--- src/rtl/reset_sequencer.sv ---
// Central reset sequencer: holds every downstream domain in reset after a
// power-on, software or watchdog reset event, then releases the domains one
// at a time in index order with a programmable spacing between releases.
module reset_sequencer #(
   parameter int N_DOMAINS   = 3,
   parameter int HOLD_CYCLES = 16,
   parameter int GAP_CYCLES  = 8,
   parameter int CNT_W       = 8
) (
   input  logic                 clk,
   input  logic                 reset_n,
   input  logic                 sw_reset_req,
   input  logic                 wdt_expire,
   output logic [N_DOMAINS-1:0] rst_n_out,
   output logic                 seq_done,
   output logic [1:0]           reset_cause
);

   localparam int IDX_W = (N_DOMAINS > 1) ? $clog2(N_DOMAINS) : 1;

   localparam logic [1:0] CAUSE_POR = 2'b01;
   localparam logic [1:0] CAUSE_SW  = 2'b10;
   localparam logic [1:0] CAUSE_WDT = 2'b11;

   localparam logic [CNT_W-1:0] HOLD_LAST = CNT_W'(HOLD_CYCLES - 1);
   localparam logic [CNT_W-1:0] GAP_LAST  = CNT_W'(GAP_CYCLES - 1);
   localparam logic [IDX_W-1:0] IDX_LAST  = IDX_W'(N_DOMAINS - 1);

   typedef enum logic [1:0] {
      S_HOLD,
      S_RELEASE,
      S_RUN
   } state_t;

   state_t               state, state_nx;
   logic [CNT_W-1:0]     cnt, cnt_nx;
   logic [IDX_W-1:0]     idx, idx_nx;
   logic [N_DOMAINS-1:0] rst_nx;
   logic                 done_nx;
   logic [1:0]           cause_nx;

   // State, counters and every output are registered so no input reaches an
   // output combinationally.
   // NOTE: sequential state uses non-blocking (<=) so all registers update
   // together from pre-edge values; blocking here would create ordering races.
   always_ff @(posedge clk or negedge reset_n) begin
      if (!reset_n) begin
         state       <= S_HOLD;
         cnt         <= '0;
         idx         <= '0;
         rst_n_out   <= '0;
         seq_done    <= 1'b0;
         reset_cause <= CAUSE_POR;
      end else begin
         state       <= state_nx;
         cnt         <= cnt_nx;
         idx         <= idx_nx;
         rst_n_out   <= rst_nx;
         seq_done    <= done_nx;
         reset_cause <= cause_nx;
      end
   end

   // Next-state logic: a request always wins over a scheduled release.
   // NOTE: every signal gets a default first so no path leaves it unassigned,
   // which would otherwise infer a latch.
   always_comb begin
      state_nx = state;
      cnt_nx   = cnt;
      idx_nx   = idx;
      rst_nx   = rst_n_out;
      done_nx  = seq_done;
      cause_nx = reset_cause;

      if (wdt_expire || sw_reset_req) begin
         state_nx = S_HOLD;
         cnt_nx   = '0;
         idx_nx   = '0;
         rst_nx   = '0;
         done_nx  = 1'b0;
         cause_nx = wdt_expire ? CAUSE_WDT : CAUSE_SW;
      end else begin
         case (state)
            S_HOLD: begin
               if (cnt == HOLD_LAST) begin
                  cnt_nx    = '0;
                  rst_nx[0] = 1'b1;
                  if (N_DOMAINS == 1) begin
                     state_nx = S_RUN;
                     done_nx  = 1'b1;
                  end else begin
                     state_nx = S_RELEASE;
                     idx_nx   = IDX_W'(1);
                  end
               end else begin
                  cnt_nx = cnt + CNT_W'(1);
               end
            end
            S_RELEASE: begin
               if (cnt == GAP_LAST) begin
                  cnt_nx      = '0;
                  rst_nx[idx] = 1'b1;
                  if (idx == IDX_LAST) begin
                     state_nx = S_RUN;
                     done_nx  = 1'b1;
                  end else begin
                     idx_nx = idx + IDX_W'(1);
                  end
               end else begin
                  cnt_nx = cnt + CNT_W'(1);
               end
            end
            S_RUN: begin
               // Outputs hold until a reset event.
            end
            default: begin
               state_nx = S_HOLD;
            end
         endcase
      end
   end

endmodule
--- config.mk ---
export PLATFORM = sky130hd
export DESIGN_NAME = reset_sequencer
export DESIGN_NICKNAME = d
export VERILOG_FILES = /design/src/rtl/reset_sequencer.sv
export SDC_FILE = /design/constraint.sdc
export NUM_CORES = 1
export LEC_CHECK = 0
export ABC_AREA = 1
export BUFFER_PORTS_ARGS = -buffer_cell sky130_fd_sc_hd__buf_2
export CORE_ASPECT_RATIO = 0.75
export CORE_UTILIZATION = 60
export DETAILED_ROUTE_END_ITERATION = 12
export GPL_ROUTABILITY_DRIVEN = 0
export HOLD_SLACK_MARGIN = 0.12
export PLACE_DENSITY_LB_ADDON = 0.05
export SYNTH_ARGS = -nofsm -noshare
export SYNTH_HDL_FRONTEND = slang
export SYNTH_SLANG_ARGS = --single-unit
--- constraint.sdc ---
create_clock -name clk -period 3 [get_ports clk]
set_clock_uncertainty 0.15 [all_clocks]
set_input_delay 0.45 -clock clk [delete_from_list [all_inputs] [get_ports clk]]
set_output_delay 0.45 -clock clk [all_outputs]
set_load 0.1 [all_outputs]
After elaboration in Yosys (flattened, before gate mapping). Cells that the tools add are included.

Flip-flop bits (word level): 18. Input port bits: 4. Output and inout bits: 6. Word-level logic and storage cells: 59.

Add/subtract/negate cells: 2. Order comparisons: 2. Eq/ne operators: 10. Muxes and demuxes: 25. Bitwise logic cells: 1. Reduce and logical (&&, ||, !) cells: 12.

Operator list (count): $mux W8 (3); $mux W2 (8); $pmux W8 S2 (1); $ne A3 B3 Y1 const B (4); $add A8 B1 Y8 const B (1); $eq A8 B3 Y1 const B (1); $eq A8 B4 Y1 const B (1); $reduce_and A4 Y1 (2); $mux W1 (7); $mux W3 (2); $pmux W2 S3 (1); $reduce_and A3 Y1 (2); $reduce_bool A2 Y1 (3); $eq A2 B2 Y1 const B (2); $pmux W2 S2 (1); $lt A2 B3 Y1 const B (1); $or A3 B3 Y3 (1); $reduce_bool A3 Y1 (1); $add A2 B1 Y2 const B (1); $demux W1 S2 (1); $eq A2 B1 Y1 const B (1); $ge A2 B1 Y1 const B (1); $logic_not A2 Y1 (1); $ne A2 B2 Y1 const B (1); other kinds (4) (4).

Longest topological paths before layout.
Depth after elaboration: 8. Depth in mapped cells: 9. Gate-level depth less buffers: 9.

Worst setup path before layout. OpenSTA, ideal clock, no wires.

Path type: reg2out. From: register rst_n_out[0]. To: output rst_n_out[0]. Arrival time: 913 ps. Required time: 2400 ps. Slack: 1487 ps. Cell stages (with the launch flop): 1. Path buffers: 0. Cell sequence: dfrtp_1.

RTL lines: from (decl) (line 14) `output logic [N_DOMAINS-1:0] rst_n_out,`; from (signal assigned) (line 58) `rst_n_out <= rst_nx;`.

No word-level cell between the ends.

Worst setup path in the final report.
From: register reset_cause[0]. To: output reset_cause[0].

RTL lines: from (decl) (line 16) `output logic [1:0] reset_cause`; from (signal assigned) (line 60) `reset_cause <= cause_nx;`.

No word-level cell between the ends.

==> flow_metrics.py <==
metrics = {
    "critical_path": {
        "critical_path.max_stage_delay_ps": 540,
        "cp-end-kind": "primary output",
        "path_max_fanout": 2,
        "cp_top_family": "flip-flops",
        "startpoint_type": "flop",
        "crit_arrival_ps": 1240,
        "slowest_stage": "dfstp_2",
        "cp_num_buf_inv": 1,
        "critPathRequiredTime_ps": 2400,
        "cp_cell_sequence": "buf_2",
        "crit_type": "reg2out",
    },
    "sta": {
        "finalMaxSlewViolations": 0,
        "timing.final.crit_period_ps": 1843,
        "clock.fmax_mhz": 542.6,
        "worstMarginPinSlew_ps": 484.8,
        "min_period_over_period_pct": 61.43,
        "layout_setup_ws_ps": 1157,
        "finalSetupViolCount": 0,
        "hold_violations": 0,
        "final.setup.tns_ps": 0,
        "slew_headroom_pct": 67.90,
        "grt_setup_unrepaired": "false",
    },
    "global_routing": {
        "globalRouteOverflowTotal": 0,
        "grt_pass1_wl_mm": 3.753,
        "grt_usage_pct": 27.70,
        "grt_pass1_vias": 858,
        "antenna_found_initial": 0,
        "grt_max_degree": 19,
    },
    "final_layout": {
        "drive_gt1_share_pct": 23.29,
        "layout_commonest_cell": "nand2_1",
        "n_antenna_cell": 0,
        "final_nets": 155,
        "area_delta_synth_final_pct": 11.15,
        "most-common-layout-cells": "24 x nand2_1, 18 x inv_1, 17 x dfrtp_1",
        "final_area_um2": 1172,
        "n_fill_cell": 125,
    },
    "place": {
        "place_ws_ps": 1249,
        "place_hpwl_mm": 1.645,
        "port_buffers": 9,
        "dpl_cell_area_um2": 1126,
    },
    "drt": {
        "drc_errors": 0,
        "first_pass_iters": 5,
        "first_iter_violations": 31,
        "post_drt_wl_per_cell_um": 13.01,
        "vias": 915,
        "wirelength_mm": 2.172,
        "drt.antenna.violating_nets": 0,
        "via_per_inst": 5.479,
    },
    "die": {
        "die_x_um": 50.42,
        "core-area_um2": 1562,
        "fp-row-count": 12,
        "initial_core_util_pct": 67.55,
        "dieArea_um2": 1931,
        "dieHeight_um": 38.31,
        "io_pins": 10,
    },
    "clock_network": {
        "clockRootBuffer": "clkbuf_4",
        "clock_latency_ps": 290,
        "clk_pin_slew_worst_paths_ps": 100,
        "cts_tree": "yes",
        "cts.sinks": 18,
        "htreeDepth": 1,
        "post_cts_resized": 0,
        "cts-buffers-inserted": 3,
        "clk_path_buf_depth": 2,
    },
    "logic_synthesis": {
        "syn_nets": 140,
        "yosysSeqAreaShare_pct": 42.82,
        "yosysWarnings": 0,
        "ys_ff_latch": 18,
        "synthCells": 132,
        "avgSynthCellArea_um2": 7.991,
        "netlist_area_um2": 1055,
        "synthDistinctLibCells": 24,
    },
    "outcome": {
        "status": "completed",
    },
    "flow_run": {
        "maxCapViolations": 0,
    },
    "min_path": {
        "hp-class": "in2reg",
    },
    "power_and_ir_drop": {
        "leakage_nw": 0.6220,
        "ir_worst_vdd_uv": 429.1,
        "power_density_nw_per_um2": 413.1,
    },
}
[flip-flops by register name, summed over array words and instances, names as in the netlist]
register	flops
cnt	8
idx	2
reset_cause	2
rst_n_out	3
seq_done	1
state	2
[Yosys cell counts (all sizes together)]
cell	instances	area share, %
o21ai	9	5.0
inv	21	7.5
nand2	31	14
nor3	2	0.95
nor2	18	9.3
clkinv	1	0.36
and3	1	0.71
o22ai	1	0.59
nand4	5	3.0
dfstp	1	2.5
o21bai	1	0.71
ha	4	4.7
dfrtp	17	40
a21o	1	0.71
or2	1	0.59
a21oi	4	1.9
nand3	14	7.6
[area by class of cell]
class | count | area [um2] | share of cell area, %
multi-input combinational | 92 | 520.5 | 44.40
clock buffer | 4 | 36.28 | 3.095
timing repair buffer | 10 | 55.05 | 4.696
tap | 21 | 26.28 | 2.241
inverter | 22 | 82.58 | 7.044
sequential | 18 | 451.7 | 38.53
[power breakdown]
part	total, mW	leakage [nW]	internal [mW]	switching (mW)
sequential	0.274	0.239	0.255	0.0185
clock	0.147	0.0210	0.0740	0.0729
combinational	0.0635	0.362	0.0189	0.0447
[path summary, 6_finish.rpt]
check                           slack, ps  cells past startpoint                        from                    endpoint
min in group asynchronous             440                      2                     reset_n          cnt[7]$_DFFE_PN0P_
max in group asynchronous            1950                      2                     reset_n  reset_cause[0]$_DFFE_PN1N_
worst max-delay path                 1160                      1  reset_cause[0]$_DFFE_PN1N_              reset_cause[0]
worst max register to register       1190                      6          cnt[0]$_DFFE_PN0P_          cnt[0]$_DFFE_PN0P_
worst min register to register        330                      1  reset_cause[1]$_DFFE_PN0N_  reset_cause[1]$_DFFE_PN0N_
worst min-delay path                  230                      2                  wdt_expire  reset_cause[0]$_DFFE_PN1N_
[logic make-up (layout without fill, tap and decap cells)]
group	Yosys count	count (layout)	synth area share, %
AO/OA/AOI/OAI	16	16	8.898
adder cells (fa/ha/maj)	4	4	4.745
buffers and inverters	22	36	7.828
flip-flops	18	18	42.82
AND/OR/NAND/NOR	72	72	35.71
[metal layers]
layer  track usage [%]  vias to the layer above  part of all wire, %
li1                  -                      455                    -
met1             33.84                      416                   44
met2             46.00                       38                   46
met3             7.540                        6                  7.8
met4             13.89                        0                  1.9
met5                 0                        -                    0
[metrics by stage]
step                hold WS (ps)  power, mW  instances  utilization (%)
floorplan                  4.409     0.3195        132                -
global placement           246.0     0.3385        162            72.12
detailed placement         246.7     0.3395        162            72.12
CTS                        227.4     0.4864        167            75.08
global route               224.4     0.5069        167            75.08
finish                     227.7     0.4843        167            75.08
[timing repair]
action,CTS,global route
buffers inserted,0,0
endpoints found under the hold margin,17,0
hold buffers,1,0
No activity file was read; power rests on OpenSTA's default activity.
